**config.mk**
```make
export PLATFORM = sky130hd
export DESIGN_NAME = spi_rr_arbiter
export DESIGN_NICKNAME = d
export VERILOG_FILES = /design/src/rtl/spi_rr_arbiter.sv
export SDC_FILE = /design/constraint.sdc
export NUM_CORES = 1
export LEC_CHECK = 0
export BUFFER_PORTS_ARGS = -buffer_cell sky130_fd_sc_hd__buf_2
export CAP_MARGIN = 10
export CORE_MARGIN = 10
export CORE_UTILIZATION = 35
export DETAILED_ROUTE_END_ITERATION = 6
export SKIP_LAST_GASP = 1
export SLEW_MARGIN = 30
export SYNTH_ARGS = -nofsm -noshare
export SYNTH_HDL_FRONTEND = slang
export SYNTH_SLANG_ARGS = --single-unit
```
**constraint.sdc**
```tcl
create_clock -name clk -period 3.15 [get_ports clk]
set_input_delay 0.4725 -clock clk [delete_from_list [all_inputs] [get_ports clk]]
set_output_delay 0.4725 -clock clk [all_outputs]
set_load 0.02 [all_outputs]
```
**src/rtl/spi_rr_arbiter.sv**
```systemverilog
// Round-robin arbiter sharing one SPI engine between three requesters
// (init sequencer, delay tuner, host). Latches the winning request, drives
// the engine, routes the raw chip-enable to the addressed device and returns
// a one-cycle ack with error and read-data status.
module spi_rr_arbiter #(
    parameter logic [19:0] TIMEOUT_CYCLES = 20'd200000
) (
    input  logic        clk,
    input  logic        rst,
    input  logic [2:0]  req,
    input  logic [5:0]  req_dev,
    input  logic [47:0] req_addr,
    input  logic [23:0] req_wdata,
    input  logic [2:0]  req_rd,
    output logic [2:0]  grant,
    output logic [2:0]  ack,
    output logic        err,
    output logic [7:0]  rdata,
    output logic        eng_start,
    output logic [15:0] eng_addr,
    output logic [7:0]  eng_wdata,
    output logic        eng_rd,
    output logic        eng_three_wire,
    output logic        eng_addr_2byte,
    input  logic        eng_done,
    input  logic [7:0]  eng_rdata,
    input  logic        eng_ce,
    output logic        clk_spi_ce,
    output logic        dac1_spi_ce,
    output logic        dac2_spi_ce
);

    localparam logic [1:0] S_IDLE  = 2'd0;
    localparam logic [1:0] S_ISSUE = 2'd1;
    localparam logic [1:0] S_WAIT  = 2'd2;
    localparam logic [1:0] S_ACK   = 2'd3;

    localparam logic [1:0] DEV_AD9518  = 2'd0;
    localparam logic [1:0] DEV_DAC1    = 2'd1;
    localparam logic [1:0] DEV_DAC2    = 2'd2;
    localparam logic [1:0] DEV_INVALID = 2'd3;

    logic [1:0]  state_q, state_d;
    logic [2:0]  grant_q, grant_d;
    logic [2:0]  ack_q, ack_d;
    logic        err_q, err_d;
    logic        err_pend_q, err_pend_d;
    logic [7:0]  rdata_q, rdata_d;
    logic        start_q, start_d;
    logic [1:0]  dev_q, dev_d;
    logic [15:0] addr_q, addr_d;
    logic [7:0]  wdata_q, wdata_d;
    logic        rd_q, rd_d;
    logic        mode_q, mode_d;
    logic [1:0]  last_q, last_d;
    logic [19:0] cnt_q, cnt_d;

    logic [2:0]  eligible;
    logic        pick_vld;
    logic [1:0]  pick_idx;
    logic [1:0]  cand;
    logic [1:0]  sel_dev;
    logic [15:0] sel_addr;
    logic [7:0]  sel_wdata;
    logic        sel_rd;
    logic [19:0] cnt_inc;
    logic        timeout;
    logic        ce_active;

    // Round-robin pick starting after the last granted requester. The requester
    // being acked this cycle is masked: its req is still high until it sees ack.
    always_comb begin
        eligible = req & ~ack_q;
        pick_vld = 1'b0;
        pick_idx = '0;
        cand     = '0;
        for (int unsigned k = 0; k < 3; k++) begin
            cand = 2'((32'(last_q) + 32'd1 + k) % 32'd3);
            if (!pick_vld && eligible[cand]) begin
                pick_vld = 1'b1;
                pick_idx = cand;
            end
        end
    end

    // Select the winning requester's transaction fields.
    always_comb begin
        sel_dev   = DEV_INVALID;
        sel_addr  = '0;
        sel_wdata = '0;
        sel_rd    = 1'b0;
        for (int unsigned k = 0; k < 3; k++) begin
            if (pick_idx == 2'(k)) begin
                sel_dev   = req_dev[2*k +: 2];
                sel_addr  = req_addr[16*k +: 16];
                sel_wdata = req_wdata[8*k +: 8];
                sel_rd    = req_rd[k];
            end
        end
    end

    // Saturating timeout counter; fires on the edge the count reaches TIMEOUT_CYCLES-1.
    always_comb begin
        cnt_inc = (cnt_q == '1) ? cnt_q : cnt_q + 20'd1;
        timeout = (cnt_inc == TIMEOUT_CYCLES - 20'd1);
    end

    // Next-state logic for the arbiter FSM and its datapath registers.
    always_comb begin
        state_d    = state_q;
        grant_d    = grant_q;
        ack_d      = '0;
        err_d      = 1'b0;
        err_pend_d = err_pend_q;
        rdata_d    = rdata_q;
        start_d    = 1'b0;
        dev_d      = dev_q;
        addr_d     = addr_q;
        wdata_d    = wdata_q;
        rd_d       = rd_q;
        mode_d     = mode_q;
        last_d     = last_q;
        cnt_d      = cnt_q;
        case (state_q)
            S_IDLE: begin
                if (pick_vld) begin
                    grant_d = 3'b001 << pick_idx;
                    dev_d   = sel_dev;
                    addr_d  = sel_addr;
                    wdata_d = sel_wdata;
                    rd_d    = sel_rd;
                    mode_d  = (sel_dev == DEV_AD9518);
                    cnt_d   = '0;
                    state_d = S_ISSUE;
                end
            end
            S_ISSUE: begin
                if (dev_q == DEV_INVALID) begin
                    err_pend_d = 1'b1;
                    state_d    = S_ACK;
                end else begin
                    start_d    = 1'b1;
                    err_pend_d = 1'b0;
                    cnt_d      = '0;
                    state_d    = S_WAIT;
                end
            end
            S_WAIT: begin
                // Completion takes priority over a simultaneous timeout.
                if (eng_done) begin
                    if (rd_q) begin
                        rdata_d = eng_rdata;
                    end
                    err_pend_d = 1'b0;
                    state_d    = S_ACK;
                end else if (timeout) begin
                    err_pend_d = 1'b1;
                    state_d    = S_ACK;
                end else begin
                    cnt_d = cnt_inc;
                end
            end
            default: begin
                ack_d   = grant_q;
                err_d   = err_pend_q;
                grant_d = '0;
                last_d  = grant_q[1] ? 2'd1 : (grant_q[2] ? 2'd2 : 2'd0);
                state_d = S_IDLE;
            end
        endcase
    end

    // State and datapath registers with asynchronous reset.
    always_ff @(posedge clk or posedge rst) begin
        if (rst) begin
            state_q    <= S_IDLE;
            grant_q    <= '0;
            ack_q      <= '0;
            err_q      <= 1'b0;
            err_pend_q <= 1'b0;
            rdata_q    <= '0;
            start_q    <= 1'b0;
            dev_q      <= DEV_INVALID;
            addr_q     <= '0;
            wdata_q    <= '0;
            rd_q       <= 1'b0;
            mode_q     <= 1'b0;
            last_q     <= 2'd2;
            cnt_q      <= '0;
        end else begin
            state_q    <= state_d;
            grant_q    <= grant_d;
            ack_q      <= ack_d;
            err_q      <= err_d;
            err_pend_q <= err_pend_d;
            rdata_q    <= rdata_d;
            start_q    <= start_d;
            dev_q      <= dev_d;
            addr_q     <= addr_d;
            wdata_q    <= wdata_d;
            rd_q       <= rd_d;
            mode_q     <= mode_d;
            last_q     <= last_d;
            cnt_q      <= cnt_d;
        end
    end

    // Route the raw chip-enable only to the latched device while a transfer is live.
    always_comb begin
        ce_active   = (state_q == S_ISSUE) || (state_q == S_WAIT);
        clk_spi_ce  = (ce_active && dev_q == DEV_AD9518) ? eng_ce : 1'b1;
        dac1_spi_ce = (ce_active && dev_q == DEV_DAC1)   ? eng_ce : 1'b1;
        dac2_spi_ce = (ce_active && dev_q == DEV_DAC2)   ? eng_ce : 1'b1;
    end

    assign grant          = grant_q;
    assign ack            = ack_q;
    assign err            = err_q;
    assign rdata          = rdata_q;
    assign eng_start      = start_q;
    assign eng_addr       = addr_q;
    assign eng_wdata      = wdata_q;
    assign eng_rd         = rd_q;
    assign eng_three_wire = mode_q;
    assign eng_addr_2byte = mode_q;

endmodule

```
# == Word level (Yosys, flattened, before mapping) ==
# Index checks and enable logic that the tools add are counted.
# totals
register_bits,69
in_bits,96
out_inout_bits,46
elab_cells,114
# op_classes
add_sub_neg,4
n_div,3
n_lt_le_gt_ge,3
n_eq_ne,14
n_shift,1
muxes,50
bitwise_logic,3
reduce_logical,22
# op_table
operator,count
two-way mux 20 bit,5
remainder unit 32 x 2 -> 32 bit (second input constant),3
one-hot mux 20 bit (3 select lines),1
two-way mux 16 bit,3
adder 32 x 1 -> 32 bit (second input constant),1
two-way mux 8 bit,3
two-way mux 2 bit,11
adder 20 x 1 -> 20 bit (second input constant),1
equality test 20 x 18 -> 1 bit (second input constant),1
equality test 20 bit (second input constant),1
two-way mux 1 bit,19
less-than comparator 2 x 3 -> 1 bit (second input constant),3
equality test 2 bit (second input constant),4
logical NOT 2 bit,4
!= test 2 bit (second input constant),4
AND reduction 2 bit,4
binary-select mux 1 bit (select 2 bit),3
equality test 2 x 1 -> 1 bit (second input constant),3
two-way mux 3 bit,2
one-hot mux 2 bit (3 select lines),1
one-hot mux 3 bit (2 select lines),1
logical AND 1 bit,5
AND reduction 5 bit,1
adder 3 x 2 -> 4 bit (second input constant),1
other kinds (14),15

# == Longest topological paths before layout ==
# Gate-level depths: netlist of the first run.
# depth
depth_word,16
mapped_depth,12
mapped_depth_nobuf,9

# == Worst setup path after synthesis of the first run ==
# OpenSTA, ideal clock, no wires.
# synth_timing
path_type,reg2reg
start,reg cnt_q[0]
end,reg state_q[0]
setup_time_ns,0.125
arrival_time_ns,2.546
t_required_ns,3.025
path_slack_ns,0.479
stages_incl_launch_ff,9
n_path_buf,0
synth_period_minus_slack_ns,2.671
cell_sequence,dfrtp_1 -> ha_1 -> nand3_4 -> or4_4 -> and2_4 -> a2111oi_4 -> nand4_2 -> a31o_2 -> mux2_4
# synth_via
elab_chain_cells,5
# synth_lines
element,line_no,text
from (decl),56,"logic [19:0] cnt_q, cnt_d;"
from (signal assigned),204,cnt_q <= cnt_d;
adder 20 x 1 -> 20 bit or equality test 20 bit (tied branches),104,cnt_inc = (cnt_q == '1) ? cnt_q : cnt_q + 20'd1;
two-way mux 20 bit (*),104,
equality test 20 x 18 -> 1 bit (*),105,timeout = (cnt_inc == TIMEOUT_CYCLES - 20'd1);
!= test 3 bit (no line) (*),n/a,
AND reduction 2 bit (no line) (*),n/a,
to (signal assigned),191,state_q <= state_d;
to (decl),43,"logic [1:0] state_q, state_d;"
# Every way passes the cells marked *; elsewhere a longest branch is shown, timed or not.
# A chain may end at the register's enable or synchronous reset.

# == Final worst setup path of the first run ==
# layout_timing
start,reg last_q[1]
end,reg cnt_q[1]
# layout_via
elab_chain_cells,13
# layout_lines
element,line_no,text
from (decl),55,"logic [1:0] last_q, last_d;"
from (signal assigned),203,last_q <= last_d;
adder 2 x 1 -> 3 bit (*),78,cand = 2'((32'(last_q) + 32'd1 + k) % 32'd3);
branches (longest 9 deep; another with adder 32 x 1 -> 32 bit),n/a,
two-way mux 1 bit (*),79,if (!pick_vld && eligible[cand]) begin
!= test 2 bit (no line) (*),n/a,
AND reduction 5 bit (no line) (*),n/a,
# Mark *: on every way between the ends. The select of a mux whose other input is x is not followed.

==> metrics, run 1 <==
Hold Crit Class in -> async; Routability Congestion 0.862; vias 4,120; Post-DP HPWL 10,300 µm; Fillers 1,164; worst-skew pair later-pin latency ~0.33 ns; EDFF count, synth 0; Final WS setup around 0.23 ns; Max-slew headroom 52.7%; core area 12,200 µm²; Peak VDD IR 0.000428 V; Clock Sinks 69; DR WL met3 roughly 1200 µm; number of routed nets with antenna violations 0; # rows 40; WS Path Type reg -> reg; final core utilization between 40% and 50%; Initial Util a little over a third; DR WL/cell between 15 and 20 µm; Async S/R FF share, synth between 90% and 100%; mux contribution to synthesized area about 10%; measured slew at the worst slew-check pin slightly above 0.7 ns; IO Pins between 100 and 150; DR vias/cell 5.17; share of cells above drive strength 1 about a third; fmax 342 MHz; clk buf depth 2; Synth Area per Inst 9.01 µm²; Crit path required time 3.36 ns; GRT Util Overall between 10% and 20%; Synth Area in Compound Gates 18.9%; Final nets 727; # diodes 0; largest net degree at the start of global routing 41; Iter 0 DRT Violations 235; adder-cell share of the synthesized area 2.21%; first-pass GRT wire length approximately 21,000 µm; minimum clock period 2.92 ns; router iterations before antenna repair 4; CP startpoint kind flop; XOR/XNOR Fraction of Synth Area 0.198%; CTS buffer count 9; post-synthesis sequential area ratio 39.2%; Met1 Wirelength 5800 µm; commonest non-fill, non-tap cell in the layout buf_2; worst path arrival time approximately 3.1 ns; CTS root buf clkbuf_16; Die X around 130 µm; initial antenna violation count 0; Worst Setup End Kind flop; Yosys cell types 70; P&R area growth vs syn 26.1%; simple-gate share of the synthesized area 22.5%; routed wire length 13,200 µm; Final setup viols 0; Clock Skews 0.00476 ns; Die Ht between 100 and 150 µm; CP max FO 12; DR WL met2 5960 µm; Clock transition at path regs 0.06 ns; Ys Warns 0; synthesized instance count 490; final hold vios 0; Max-Cap Viols 0; dpl ws 0.240 ns; total negative setup slack 0 ns; status completed; vias in the first global route approximately 4,200; TritonCTS clock tree done; Die ar. 17,500 µm²; Post-route DRC 0; commonest register cell after synthesis dfrtp_1; buffers added on ports 141; Cell Area, Synth 4410 µm²; number of synthesized register bits 69; global route total overflow 0; period utilisation layout ~93%; Slew Limit Fails 0; Hold Buf Count CTS 0; commonest non-fill, non-tap cells in the layout buf_2, dfrtp_1, nand2_1; Lkg Pwr 0.00268 µW; Pwr per Cell Area around 900 nW/µm²; Syn Nets approximately 590; DR top layer met4; H-tree depth 3; combinational family with the most area after synthesis simple AND/OR/NAND/NOR gates; RSZ-0062 raised after global routing no
-- final cells by class --
class	instances	area, µm²	share of cell area [%]
Timing Repair Buffer	161	868	15.6
Multi-Input combinational cell	369	2390	43.0
Clock inverter	5	58.8	1.06
Sequential cell	69	1730	31.1
Tap cell	168	210	3.78
Clock buffer	11	253	4.54
Inverter	14	52.6	0.944
-- path summary, 6_finish.rpt --
| kind | start | end | slack, ns | depth (start not counted) |
|---|---|---|---|---|
| min in group clk | eng_rdata[4] | rdata[4] | 0.37 | 2 |
| worst max-delay path | last_q[1] | cnt_q[1] | 0.23 | 9 |
| max in group asynchronous | rst | last_q[1] | 2.18 | 3 |
| worst min register to register | eng_addr[8] | eng_addr[8] | 0.47 | 2 |
| worst max register to register | last_q[1] | cnt_q[1] | 0.23 | 9 |
| worst min-delay path | rst | rdata[1] | 0.25 | 2 |
-- routing by layer --
layer / global-route usage (%) / vias up
met2: 22.7 / 160
li1: - / 2030
met4: 5.99 / 0
met1: 18.4 / 1916
met3: 5.60 / 14
met5: 0 / -
-- power breakdown --
group	switching, µW	total, µW	internal (µW)
registers	191	1390	1200
logic	1540	2460	926
clock network	382	1040	655
total	2110	4890	2780
-- state kept, by name, indices dropped and copies added, names as in the netlist --
register / flops
last_q: 2
grant: 3
err_pend_q: 1
eng_addr_2byte: 1
err: 1
eng_wdata: 8
rdata: 8
eng_addr: 16
state_q: 2
eng_rd: 1
dev_q: 2
eng_start: 1
ack: 3
cnt_q: 20
-- cell usage after synthesis (2+ instances only) --
cell,instances,area share (%)
mux2_2,11,2.8
or2_2,2,0.28
dfrtp_1,66,37
nand4_1,10,1.4
nand3_4,2,0.79
a221o_1,3,0.68
o211ai_1,2,0.34
a22o_1,5,0.99
nor2_1,39,3.3
and2_4,3,0.60
nor4_1,4,0.57
a21o_1,3,0.51
a21boi_0,3,0.51
mux2_4,2,0.68
o22ai_1,2,0.28
inv_1,14,1.2
nor3b_1,5,0.85
a211oi_1,4,0.68
and4_1,4,0.79
buf_2,4,0.45
nand3_1,10,1.1
nand2b_1,5,0.71
clkbuf_8,7,2.2
o31ai_1,3,0.51
nand3b_1,3,0.51
nor3_1,9,1.0
or3_1,3,0.43
mux2i_1,29,6.6
and2_1,5,0.71
a311oi_1,5,0.99
clkbuf_1,20,1.7
buf_6,4,1.0
a31oi_1,7,0.99
a21oi_1,39,4.4
o21ai_0,38,4.3
nand4_2,2,0.57
nand2_1,62,5.3
and3_1,6,0.85
ha_1,7,2.0
dfstp_2,3,1.8
nor2b_1,5,0.71
a41oi_1,2,0.40
-- critical path: stages (launching register included) --
cell and delay [ns]:
dfstp_2 0.53, inv_1 0.05, ha_1 0.28, o32ai_1 0.33, a221o_1 0.31, a211o_1 0.49
buf_4 0.28, buf_4 0.16, nor2_1 0.05, a221o_1 0.32
-- stage by stage --
stage / cell area (µm²) / hold WS [ns] / cells / power [µW]
2_1_floorplan: 4410 / 0.459 / 490 / 3170
3_3_place_gp: 5250 / 0.461 / 781 / 3840
3_5_place_dp: 5250 / 0.466 / 781 / 3890
4_1_cts: 5560 / 0.282 / 797 / 4940
5_1_grt: 5560 / 0.325 / 797 / 5260
6_report: 5560 / 0.254 / 797 / 4890
-- timing repair --
action | CTS | global route
gates resized for setup | 0 | 1
endpoints found under the setup margin | 0 | 3
hold endpoints to repair | 0 | 0
setup buffers | 0 | 0
-- cells by family (layout without fill, tap and decap cells) --
logic type | after synthesis | after routing
multiplexers | 42 | 42
flip-flops | 69 | 69
adder cells (fa/ha/maj) | 8 | 8
buffers and inverters | 52 | 191
XOR/XNOR | 1 | 1
AND/OR/NAND/NOR | 188 | 188
AO/OA/AOI/OAI | 130 | 130
Note: power is estimated with default switching activity, not from simulation.
==> run 2: changes to the inputs <==
==> constraint.sdc (replaced) <==
create_clock -name clk -period 3.15 [get_ports clk]
set_input_delay 0.315 -clock clk [delete_from_list [all_inputs] [get_ports clk]]
set_output_delay 0.315 -clock clk [all_outputs]
set_load 0.02 [all_outputs]
==> run 2 against run 1 <==
  * Design area fell by 0.13%
  * Sequential share of layout area about the same
  * Via count grew 1.8%
  * Final cell count up 0.63%
  * Setup slack got worse by 0.038 ns
  * Clock power shrank 11%
==> metrics, run 2 (synthesis gave the netlist of run 1 again) <==
status completed; setup bufs post-CTS 0 (unchanged); Final nets 732 (+0.69%); worst-skew pair later-pin latency 0.34 ns (about the same); Pwr per Cell Area 868 nW/µm² (-1.3%); Routability Congestion 0.841 (-2.5%); CP max FO 7 (-5); Crit path required time 3.35 ns (about the same); RSZ-0062 raised after global routing no; Slew Limit Fails 0 (unchanged); Worst Setup SP cnt_q[1]; first-pass GRT wire length 22,500 µm (+4.9%); Peak VDD IR 0.000481 V (+12%); number of routed nets with antenna violations 0 (unchanged); Most flops, register cnt_q; Hold Buf Count CTS 0 (unchanged); WS Path Type reg -> reg; Fin Hold WS 0.0684 ns (-0.186 ns); TritonCTS clock tree done; period utilisation layout 94.0% (+1.2 points); total negative setup slack 0 ns (unchanged); # rows 40 (unchanged); Max-Cap Viols 0 (unchanged); minimum clock period 2.96 ns (+0.0383 ns); Die ar. 17,500 µm² (unchanged); fmax 338 MHz (-1.3%); Iter 0 DRT Violations 248 (+5.5%); global route total overflow 0 (unchanged); Die X 132 µm (unchanged); Post-DP HPWL 10,600 µm (+3.0%); GRT Util Overall 15.5% (+0.62 points); Worst Setup End Kind flop; largest net degree at the start of global routing 41 (unchanged); Clock transition at path regs 0.06 ns (about the same); core area 12,200 µm² (unchanged); Clock Skews 0.00708 ns (+0.00232 ns); Crit Reg-Reg Startpoint cnt_q[1]; share of cells above drive strength 1 34.7% (-0.12 points); worst path arrival time 3.16 ns (+0.03 ns); initial antenna violation count 0 (unchanged); Final setup viols 0 (unchanged); Lkg Pwr 0.00269 µW (+0.36%); # diodes 0 (unchanged); commonest non-fill, non-tap cells in the layout buf_2, dfrtp_1, nand2_1; max reg flops 20 (unchanged); final hold vios 0 (unchanged); P&R area growth vs syn 25.9%; CTS buffer count 9 (unchanged); Post-route DRC 0 (unchanged); CP startpoint kind flop; IO Pins 142 (unchanged); buffers added on ports 141 (unchanged); Clock Sinks 69 (unchanged); routed wire length 13,600 µm (+3.4%); DR vias/cell 5.23 (+1.2%); commonest non-fill, non-tap cell in the layout buf_2; vias 4,196 (+1.8%); PostCTS Resize Cnt 0 (unchanged); measured slew at the worst slew-check pin 0.657 ns (-0.0514 ns); CTS root buf clkbuf_16; H-tree depth 3 (unchanged); Fillers 1,168 (+0.34%); Initial Util 36.3% (unchanged); Hold Crit Class in -> async; clk buf depth 2 (unchanged); Max-slew headroom 56.1% (+3.4 points); DR WL/cell 17.0 µm (+2.8%); router iterations before antenna repair 5 (+1); Die Ht 132 µm (unchanged); vias in the first global route 4,471 (+5.6%)
run 2: final cells by class:
cell class,count,area (µm²),share of cell area [%]
clock buffers,13,250,4.50
clock inverters,3,21.3,0.383
inverters,14,52.6,0.946
multi-input cells,369,2390,42.9
flip-flops and latches,69,1730,31.1
well taps,168,210,3.78
repair buffers,166,906,16.3
run 2: metrics by stage:
| stage | instances | util, % | setup slack (ns) | cell area [µm²] | power, µW |
|---|---|---|---|---|---|
| finish | 802 | 45.7 | 0.189 | 5560 | 4820 |
| global route | 802 | 45.7 | 0.0363 | 5560 | 5200 |
| CTS | 802 | 45.7 | 0.196 | 5560 | 4880 |
| detailed placement | 786 | 43.5 | 0.206 | 5290 | 3930 |
| global placement | 786 | 43.5 | 0.308 | 5290 | 3870 |
| floorplan | 490 | - | 0.479 | 4410 | 3170 |
run 2: metal layers:
metal | global-route usage, % | wire length (µm)
met1 | 17.3 | 5720
met2 | 25.3 | 6320
met3 | 6.52 | 1290
met4 | 6.42 | 287
met5 | 0 | 0
run 2: power breakdown:
group | switching, µW | internal, µW
sequential | 191 | 1200
clock | 375 | 555
combinational | 1560 | 937
run 2: worst paths after layout:
check / slack, ns / cells after the start / endpoint
worst min-delay path: 0.07 / 2 / rdata[2]
worst max register to register: 0.19 / 10 / cnt_q[16]
worst min register to register: 0.47 / 2 / eng_addr[2]
worst max-delay path: 0.19 / 10 / cnt_q[16]
max in group asynchronous: 2.37 / 3 / last_q[1]
min in group clk: 0.21 / 2 / rdata[4]
run 2: critical path: stages, from the launching register on:
cell and delay, ns:
dfrtp_1 0.44, ha_1 0.32, nand3_4 0.13, or4_4 0.52, and2_4 0.18, a2111oi_4 0.34, nand4_2 0.22, buf_4 0.22
buf_4 0.16, a41oi_1 0.21, a311oi_1 0.07
